**config.mk**
```make
export PLATFORM = sky130hd
export DESIGN_NAME = digit_serial_mult
export DESIGN_NICKNAME = d
export VERILOG_FILES = /design/src/rtl/digit_serial_mult.sv
export SDC_FILE = /design/constraint.sdc
export NUM_CORES = 1
export LEC_CHECK = 0
export ABC_AREA = 1
export CAP_MARGIN = 20
export CORE_MARGIN = 10
export CORE_UTILIZATION = 63
export CTS_CLUSTER_SIZE = 30
export DETAILED_ROUTE_END_ITERATION = 6
export HOLD_SLACK_MARGIN = 0.05
export PLACE_DENSITY_LB_ADDON = 0.15
export SLEW_MARGIN = 5
export SYNTH_ARGS = -nofsm -noshare
export SYNTH_HDL_FRONTEND = slang
export SYNTH_SLANG_ARGS = --single-unit
```
**constraint.sdc**
```tcl
create_clock -name clk -period 9.5 [get_ports clk]
set_clock_uncertainty 0.1 [all_clocks]
set_input_delay 2.375 -clock clk [delete_from_list [all_inputs] [get_ports clk]]
set_output_delay 2.375 -clock clk [all_outputs]
set_load 0.02 [all_outputs]
```
**src/rtl/digit_serial_mult.sv**
```systemverilog
// Digit-serial multiplier: emits P = a*b one DW-bit digit per transfer, LSB-first.
// Optional accumulate-in port c_in enabled by macro DIGIT_SERIAL_MULT_ACC_IN_EN.
module digit_serial_mult #(
  parameter int unsigned AW   = 16,
  parameter int unsigned DW   = 4,
  parameter int unsigned NDIG = 4
) (
  input  logic                 clk,
  input  logic                 rst,
  input  logic                 start,
  input  logic [AW-1:0]        a,
  input  logic [NDIG*DW-1:0]   b,
`ifdef DIGIT_SERIAL_MULT_ACC_IN_EN
  input  logic [AW-1:0]        c_in,
`endif
  output logic                 busy,
  output logic [DW-1:0]        res_digit,
  output logic                 res_valid,
  input  logic                 res_ready,
  output logic                 done
);

  localparam int unsigned BW   = NDIG * DW;
  localparam int unsigned TW   = AW + DW;
  localparam int unsigned FDIG = AW / DW;
  localparam int unsigned TOT  = NDIG + FDIG;
  localparam int unsigned CW   = $clog2(TOT);

  typedef enum logic [1:0] {IDLE, MUL, FLUSH} state_t;

  state_t          state_q, state_d;
  logic [AW-1:0]   a_q, a_d;
  logic [BW-1:0]   b_q, b_d;
  logic [AW-1:0]   acc_q, acc_d;
  logic [CW-1:0]   cnt_q, cnt_d;
  logic [DW-1:0]   digit_d;
  logic            valid_d, done_d, busy_d;

  logic [AW-1:0]   acc_init;
  logic [AW-1:0]   mul_a, mul_acc;
  logic [DW-1:0]   mul_dig;
  logic [TW-1:0]   t;
  logic [CW-1:0]   cnt_inc;
  logic            xfer, last_mul, last_dig;

`ifdef DIGIT_SERIAL_MULT_ACC_IN_EN
  assign acc_init = c_in;
`else
  assign acc_init = '0;
`endif

  // acc_q always holds the carry left after the digit currently presented,
  // so in IDLE the first step is computed straight from the inputs.
  assign mul_a   = (state_q == IDLE) ? a        : a_q;
  assign mul_acc = (state_q == IDLE) ? acc_init : acc_q;
  assign mul_dig = (state_q == IDLE) ? b[DW-1:0] : b_q[DW-1:0];
  assign t       = TW'(mul_acc) + TW'(mul_a) * TW'(mul_dig);

  assign xfer     = res_valid & res_ready;
  assign cnt_inc  = cnt_q + CW'(1);
  assign last_mul = (cnt_q == CW'(NDIG - 1));
  assign last_dig = (cnt_q == CW'(TOT - 1));

  // Next-state and next-output logic
  always_comb begin
    state_d = state_q;
    a_d     = a_q;
    b_d     = b_q;
    acc_d   = acc_q;
    cnt_d   = cnt_q;
    digit_d = res_digit;
    valid_d = res_valid;
    done_d  = done;
    busy_d  = busy;

    case (state_q)
      IDLE: begin
        if (start) begin
          state_d = MUL;
          a_d     = a;
          b_d     = b >> DW;
          acc_d   = AW'(t >> DW);
          cnt_d   = '0;
          digit_d = t[DW-1:0];
          valid_d = 1'b1;
          done_d  = 1'b0;
          busy_d  = 1'b1;
        end
      end

      MUL: begin
        if (xfer) begin
          cnt_d  = cnt_inc;
          done_d = (cnt_inc == CW'(TOT - 1));
          if (last_mul) begin
            state_d = FLUSH;
            digit_d = acc_q[DW-1:0];
            acc_d   = acc_q >> DW;
          end else begin
            digit_d = t[DW-1:0];
            acc_d   = AW'(t >> DW);
            b_d     = b_q >> DW;
          end
        end
      end

      FLUSH: begin
        if (xfer) begin
          if (last_dig) begin
            state_d = IDLE;
            cnt_d   = '0;
            acc_d   = '0;
            digit_d = '0;
            valid_d = 1'b0;
            done_d  = 1'b0;
            busy_d  = 1'b0;
          end else begin
            cnt_d   = cnt_inc;
            digit_d = acc_q[DW-1:0];
            acc_d   = acc_q >> DW;
            done_d  = (cnt_inc == CW'(TOT - 1));
          end
        end
      end

      default: begin
        state_d = IDLE;
        valid_d = 1'b0;
        done_d  = 1'b0;
        busy_d  = 1'b0;
      end
    endcase
  end

  // State and registered outputs
  always_ff @(posedge clk or posedge rst) begin
    if (rst) begin
      state_q   <= IDLE;
      a_q       <= '0;
      b_q       <= '0;
      acc_q     <= '0;
      cnt_q     <= '0;
      res_digit <= '0;
      res_valid <= 1'b0;
      done      <= 1'b0;
      busy      <= 1'b0;
    end else begin
      state_q   <= state_d;
      a_q       <= a_d;
      b_q       <= b_d;
      acc_q     <= acc_d;
      cnt_q     <= cnt_d;
      res_digit <= digit_d;
      res_valid <= valid_d;
      done      <= done_d;
      busy      <= busy_d;
    end
  end

endmodule

```
# After elaboration in Yosys (flattened, before gate mapping)
# Index checks and enable logic that the tools add are counted.
# op_classes
n_div	0
n_lt_le_gt_ge	0
mux	39
shift	0
bitwise	2
reduce_logical	9
n_eq_ne	11
mul	1
add_sub_neg	2
# op_table
operator	n
16-bit 2-to-1 mux	9
16-bit one-hot mux with 3 select lines	1
16-bit one-hot mux with 2 select lines	1
4-bit 2-to-1 mux	6
16-bit by 20-bit adder with 20-bit output	1
16-bit by 4-bit multiplier with 20-bit output	1
12-bit 2-to-1 mux	1
3-bit 2-to-1 mux	4
2-bit inequality test, second input constant	6
4-bit one-hot mux with 3 select lines	1
4-bit AND reduction	3
2-bit 2-to-1 mux	5
3-bit one-hot mux with 3 select lines	1
1-bit 2-to-1 mux	7
3-bit == test, second input constant	2
1-bit one-hot mux with 3 select lines	2
2-bit one-hot mux with 3 select lines	1
5-bit AND reduction	1
3-bit by 1-bit adder with 3-bit output, second input constant	1
3-bit by 2-bit == test with 1-bit output, second input constant	1
3-bit AND reduction	1
3-bit nonzero test	1
2-bit by 1-bit == test with 1-bit output, second input constant	1
2-bit == test, second input constant	1
5 further kinds	5
# word_totals
latch_bits	0
romBits	0
word_cells	72
mem_bits_rw	0
memories	0
regBits	59

# Logic depth before layout (Yosys ltp)
# logic_depth
depth_word	7
mapped_depth	27

# Least setup slack after synthesis
# OpenSTA, ideal clock, no wires.
# synth_timing
path_type	in2reg
from	input b[2]
to	register acc_q[7]
setup_time_ps	119
stages	20
slack_ps	3470
t_required_ps	9281
arrival_time_ps	5811
path_cell_list	nand2_1 -> o21ai_0 -> inv_1 -> clkbuf_1 -> nor2_1 -> fa_1 -> fa_1 -> inv_1 -> fa_1 -> inv_1 -> ha_1 -> nand2_1 -> inv_1 -> nand2_1 -> nand3_1 -> nand2_1 -> nand2_1 -> or2_2 -> nand3_1 -> nand2_1
# synth_between
elab_chain_len	6
elab_cells_between_ends	7
classes_between	1 x add/sub; 1 x mul; 5 x mux
# synth_lines
element	line_no	rtl
start: declaration	12	input logic [NDIG*DW-1:0] b,
4-bit 2-to-1 mux (*)	56	assign mul_dig = (state_q == IDLE) ? b[DW-1:0] : b_q[DW-1:0];
16-bit by 4-bit multiplier with 20-bit output (*)	57	assign t = TW'(mul_acc) + TW'(mul_a) * TW'(mul_dig);
16-bit by 20-bit adder with 20-bit output (*)	57	
16-bit 2-to-1 mux	95	if (last_mul) begin
16-bit 2-to-1 mux	92	if (xfer) begin
16-bit one-hot mux with 3 select lines (*)	76	case (state_q)
end signal: assignment	141	acc_q <= '0;
end signal: assignment	151	acc_q <= acc_d;
end: declaration	34	logic [AW-1:0] acc_q, acc_d;
# Mark *: on every way between the ends. The rest lies on a longest branch, timed or not. The select of a mux whose other input is x is not followed.
# A chain may end at the register's enable or synchronous reset.

# Final worst setup path
# layout_timing
from	input b[1]
to	register acc_q[12]
# Same word-level chain as after synthesis.

==> metrics list <==
- The min-delay analysis places its worst path in the category reg2reg.
* Synthesis-to-finish area growth: 10.04%
- The critical path is of the in2reg type.
* Final TNS setup: 0 ns
- Wire length of the first global-routing pass: around 24000 um
* XOR/XNOR Fraction of Synth Area: 0.001556
* Max Cap Viol: 0
- Horizontal extent of the die: around 110 um
- The floorplan step set the die height to around 110 um.
* CTS tree: yes
- Top cell type by total area after synthesis: sky130_fd_sc_hd__dfrtp_1
- Iteration-0 DRC Markers: between 300 and 400
- Async SR Flop Fraction: 1.000
* Die footprint: 0.01312 mm^2
* Total count of max-transition violations in the final report: 0
- Global router's overall resource usage: 0.2178
* Worst-Margin Slew: ~0.90 ns
* Buffer levels on the longest clock path: 2
* Clock tree sinks: 55
* Yosys warnings: 0
- The synthesized design contains 55 register bits.
- Peak Freq: between 150 and 200 MHz
- The number of setup buffers added after CTS is 0.
- After clock tree synthesis, the flow added hold-fix buffers numbering 0.
- Distinct cell type count of the synthesized netlist: 38
- For this run, the register share of the synthesized area comes to 0.2444.
- Post-CTS repair changed the size of 0 cells.
- STA puts the critical path data arrival time at about 6.7 ns.
* Initial core utilization: 0.6456
* Commonest cells after routing, fill and taps aside: sky130_fd_sc_hd__nand2_1 (198), sky130_fd_sc_hd__inv_1 (160), sky130_fd_sc_hd__nor2_1 (101)
* Number of flops mapped to enable cells by yosys: 0
* Core Box Area: 0.008721 mm^2
- Setup violations remaining at the end of the flow were counted as 0.
- Post-Synthesis Cells: around 800
- Clock-pin slew was measured on the worst setup and hold paths at 0.11 ns.
* Final critical delay including setup and external delays: about 6.6 ns
- Yosys attributes the largest share of cell area to sky130_fd_sc_hd__dfrtp_1 (24%), sky130_fd_sc_hd__fa_1 (15%), sky130_fd_sc_hd__nand2_1 (13%).
- Share of synthesized area spent on multiplexers: 0
- Net total in the final layout: between 900 and 1000
* N_diodes: 0
- Entering global routing, the biggest net connects 56 pins.
* Via count of the first global-routing pass: about 5000
* Number of DRC violations after detailed routing: 0
- Setup repair after global routing left no endpoint under its margin.
- Top fanout value on the critical path: 14
* Standard-cell row count: 34
- Post-Synth Simple-Gate Area: 0.2784
- The count of buffers added on input and output ports is 42.
- Of the post-synthesis cell area, the dominant cell type holds 0.2444.
- Number of nets with antenna violations after detailed routing: 0
- The area fraction in compound gates after synthesis was 0.1067.
- The cell area that synthesis handed to floorplanning was 0.005630 mm^2.
* I/O pin total: 43
- The worst pin sits at a relative slew slack of 0.4002.
- Number of levels the H-tree was split into: 2
* Period Utilization, post-route: 0.6898
- The number of nets in the synthesized netlist is ~910.
- For flop-to-flop paths, the worst setup slack is approximately 4.1 ns.
- The wire-length estimate of the detail-placed layout is about 11000 um.
* Total number of vias: 5013
- In the synthesized netlist the dominant register cell turns out to be sky130_fd_sc_hd__dfrtp_1.
* Skew-Pair Late Insertion Delay: around 0.32 ns
- Number of clock buffers inserted by TritonCTS: 5
- Antenna violations before repair: 0
* Final weighted congestion in routability-driven placement: 0.9089
- Detailed-route wire length: 13980 um
- Of the cells placed in the final design, the portion with a size suffix greater than 1 is 0.04710.
* CP Launch Type: primary input
* Via density per instance: around 5.4
* Data required time at the worst endpoint: slightly below 10 ns
- The cell sitting at the root of the clock tree is a sky130_fd_sc_hd__clkbuf_8.
- Averaged over all synthesized cells, the footprint is between 7 and 8 um^2.
- Before antenna repair, the detailed router went through 5 iterations.
- The number of hold violations in the final report was 0.
- Main combinational cell family by area after synthesis: simple AND/OR/NAND/NOR gates
- Result of the run: completed
- In the final routed layout, each cell accounts on average for approximately 15 um.
* Critical path capture point type: register
- Leaving out fill and tap cells, the most frequent cell in the layout is sky130_fd_sc_hd__nand2_1.
* Synth Area in Adders: 0.2329
- After global routing the overflow that remains totals 0.
## per-layer routing
layer / up-vias / routed length (um) / track usage
li1: 2501 / - / -
met3: 14 / 895 / 0.03459
met5: - / 0 / 0
met2: 145 / 6525 / 0.3564
met4: 0 / 161 / 0.04177
met1: 2353 / 6393 / 0.2981
## cell type report
type / instances / area (um^2)
clock buffer: 6 / 82.58
clock inverter: 2 / 38.79
fill: 740 / 2525
inverter: 167 / 639.4
multi-input combinational: 554 / 3488
sequential: 55 / 1376
tap: 108 / 135.1
timing repair buffer: 44 / 435.4
## logic make-up (layout without fill, tap and decap cells)
group,after synthesis,after routing
AND/OR/NAND/NOR,371,371
buffers and inverters,189,219
AO/OA/AOI/OAI,103,103
adder cells (fa/ha/maj),79,79
flip-flops,55,55
XOR/XNOR,1,1
## critical path, stage by stage
cell and delay (ns):
sky130_fd_sc_hd__clkdlybuf4s50_1 0.47, sky130_fd_sc_hd__nand2_1 0.05, sky130_fd_sc_hd__o21ai_0 0.18, sky130_fd_sc_hd__inv_1 0.32
sky130_fd_sc_hd__nor2_1 0.21, sky130_fd_sc_hd__fa_1 0.47, sky130_fd_sc_hd__fa_1 0.57, sky130_fd_sc_hd__inv_1 0.06
sky130_fd_sc_hd__fa_1 0.53, sky130_fd_sc_hd__inv_1 0.04, sky130_fd_sc_hd__ha_1 0.35, sky130_fd_sc_hd__a21oi_1 0.31
sky130_fd_sc_hd__nor2_1 0.08, sky130_fd_sc_hd__nor2_1 0.13, sky130_fd_sc_hd__nand2_1 0.12, sky130_fd_sc_hd__nand2_1 0.10
sky130_fd_sc_hd__nand2_1 0.06, sky130_fd_sc_hd__nand2_1 0.07, sky130_fd_sc_hd__nand2_1 0.06, sky130_fd_sc_hd__nand2_1 0.06
sky130_fd_sc_hd__nand2_1 0.05
## sequential cells by signal, indices dropped and copies added, names as in the netlist
register	count
a_q	16
b_q	12
cnt_q	3
acc_q	16
done	1
state_q	2
res_valid	1
res_digit	4
## per-stage QoR
stage | utilization | area (um^2) | setup WS, ns | cells | hold slack (ns)
finish | 0.7105 | 6196 | 2.947 | 936 | 0.3932
global route | 0.7105 | 6196 | 2.600 | 936 | 0.4298
CTS | 0.7105 | 6196 | 2.973 | 936 | 0.3992
detailed placement | 0.6966 | 6075 | 2.636 | 928 | 0.3733
global placement | 0.6966 | 6075 | 2.812 | 928 | 0.3638
floorplan | - | 5630 | 3.470 | 798 | 0.3478
## cell usage after synthesis (3+ instances only)
library cell,number
sky130_fd_sc_hd__a21oi_1,27
sky130_fd_sc_hd__and2_1,3
sky130_fd_sc_hd__buf_2,5
sky130_fd_sc_hd__buf_6,4
sky130_fd_sc_hd__clkbuf_1,11
sky130_fd_sc_hd__dfrtp_1,55
sky130_fd_sc_hd__fa_1,43
sky130_fd_sc_hd__ha_1,36
sky130_fd_sc_hd__inv_1,161
sky130_fd_sc_hd__inv_2,4
sky130_fd_sc_hd__nand2_1,198
sky130_fd_sc_hd__nand3_1,38
sky130_fd_sc_hd__nand3b_1,4
sky130_fd_sc_hd__nand4_1,7
sky130_fd_sc_hd__nor2_1,101
sky130_fd_sc_hd__nor2_2,3
sky130_fd_sc_hd__nor3b_1,4
sky130_fd_sc_hd__o211ai_1,8
sky130_fd_sc_hd__o21ai_0,48
sky130_fd_sc_hd__o21ai_1,6
sky130_fd_sc_hd__o21ai_2,3
sky130_fd_sc_hd__o21bai_1,3
sky130_fd_sc_hd__or2_2,5
## worst paths after layout
check / from / to / cells past startpoint
worst min register to register: a_q[6] / a_q[6] / 2
worst min-delay path: a_q[6] / a_q[6] / 2
max in group asynchronous: rst / a_q[6] / 3
min in group asynchronous: rst / a_q[0] / 3
worst max register to register: state_q[1] / acc_q[12] / 22
worst max-delay path: b[1] / acc_q[12] / 21
Power is left out: the tool's default activity adds up to more than one toggle a clock period on the data nets, which glitch-free logic cannot reach.
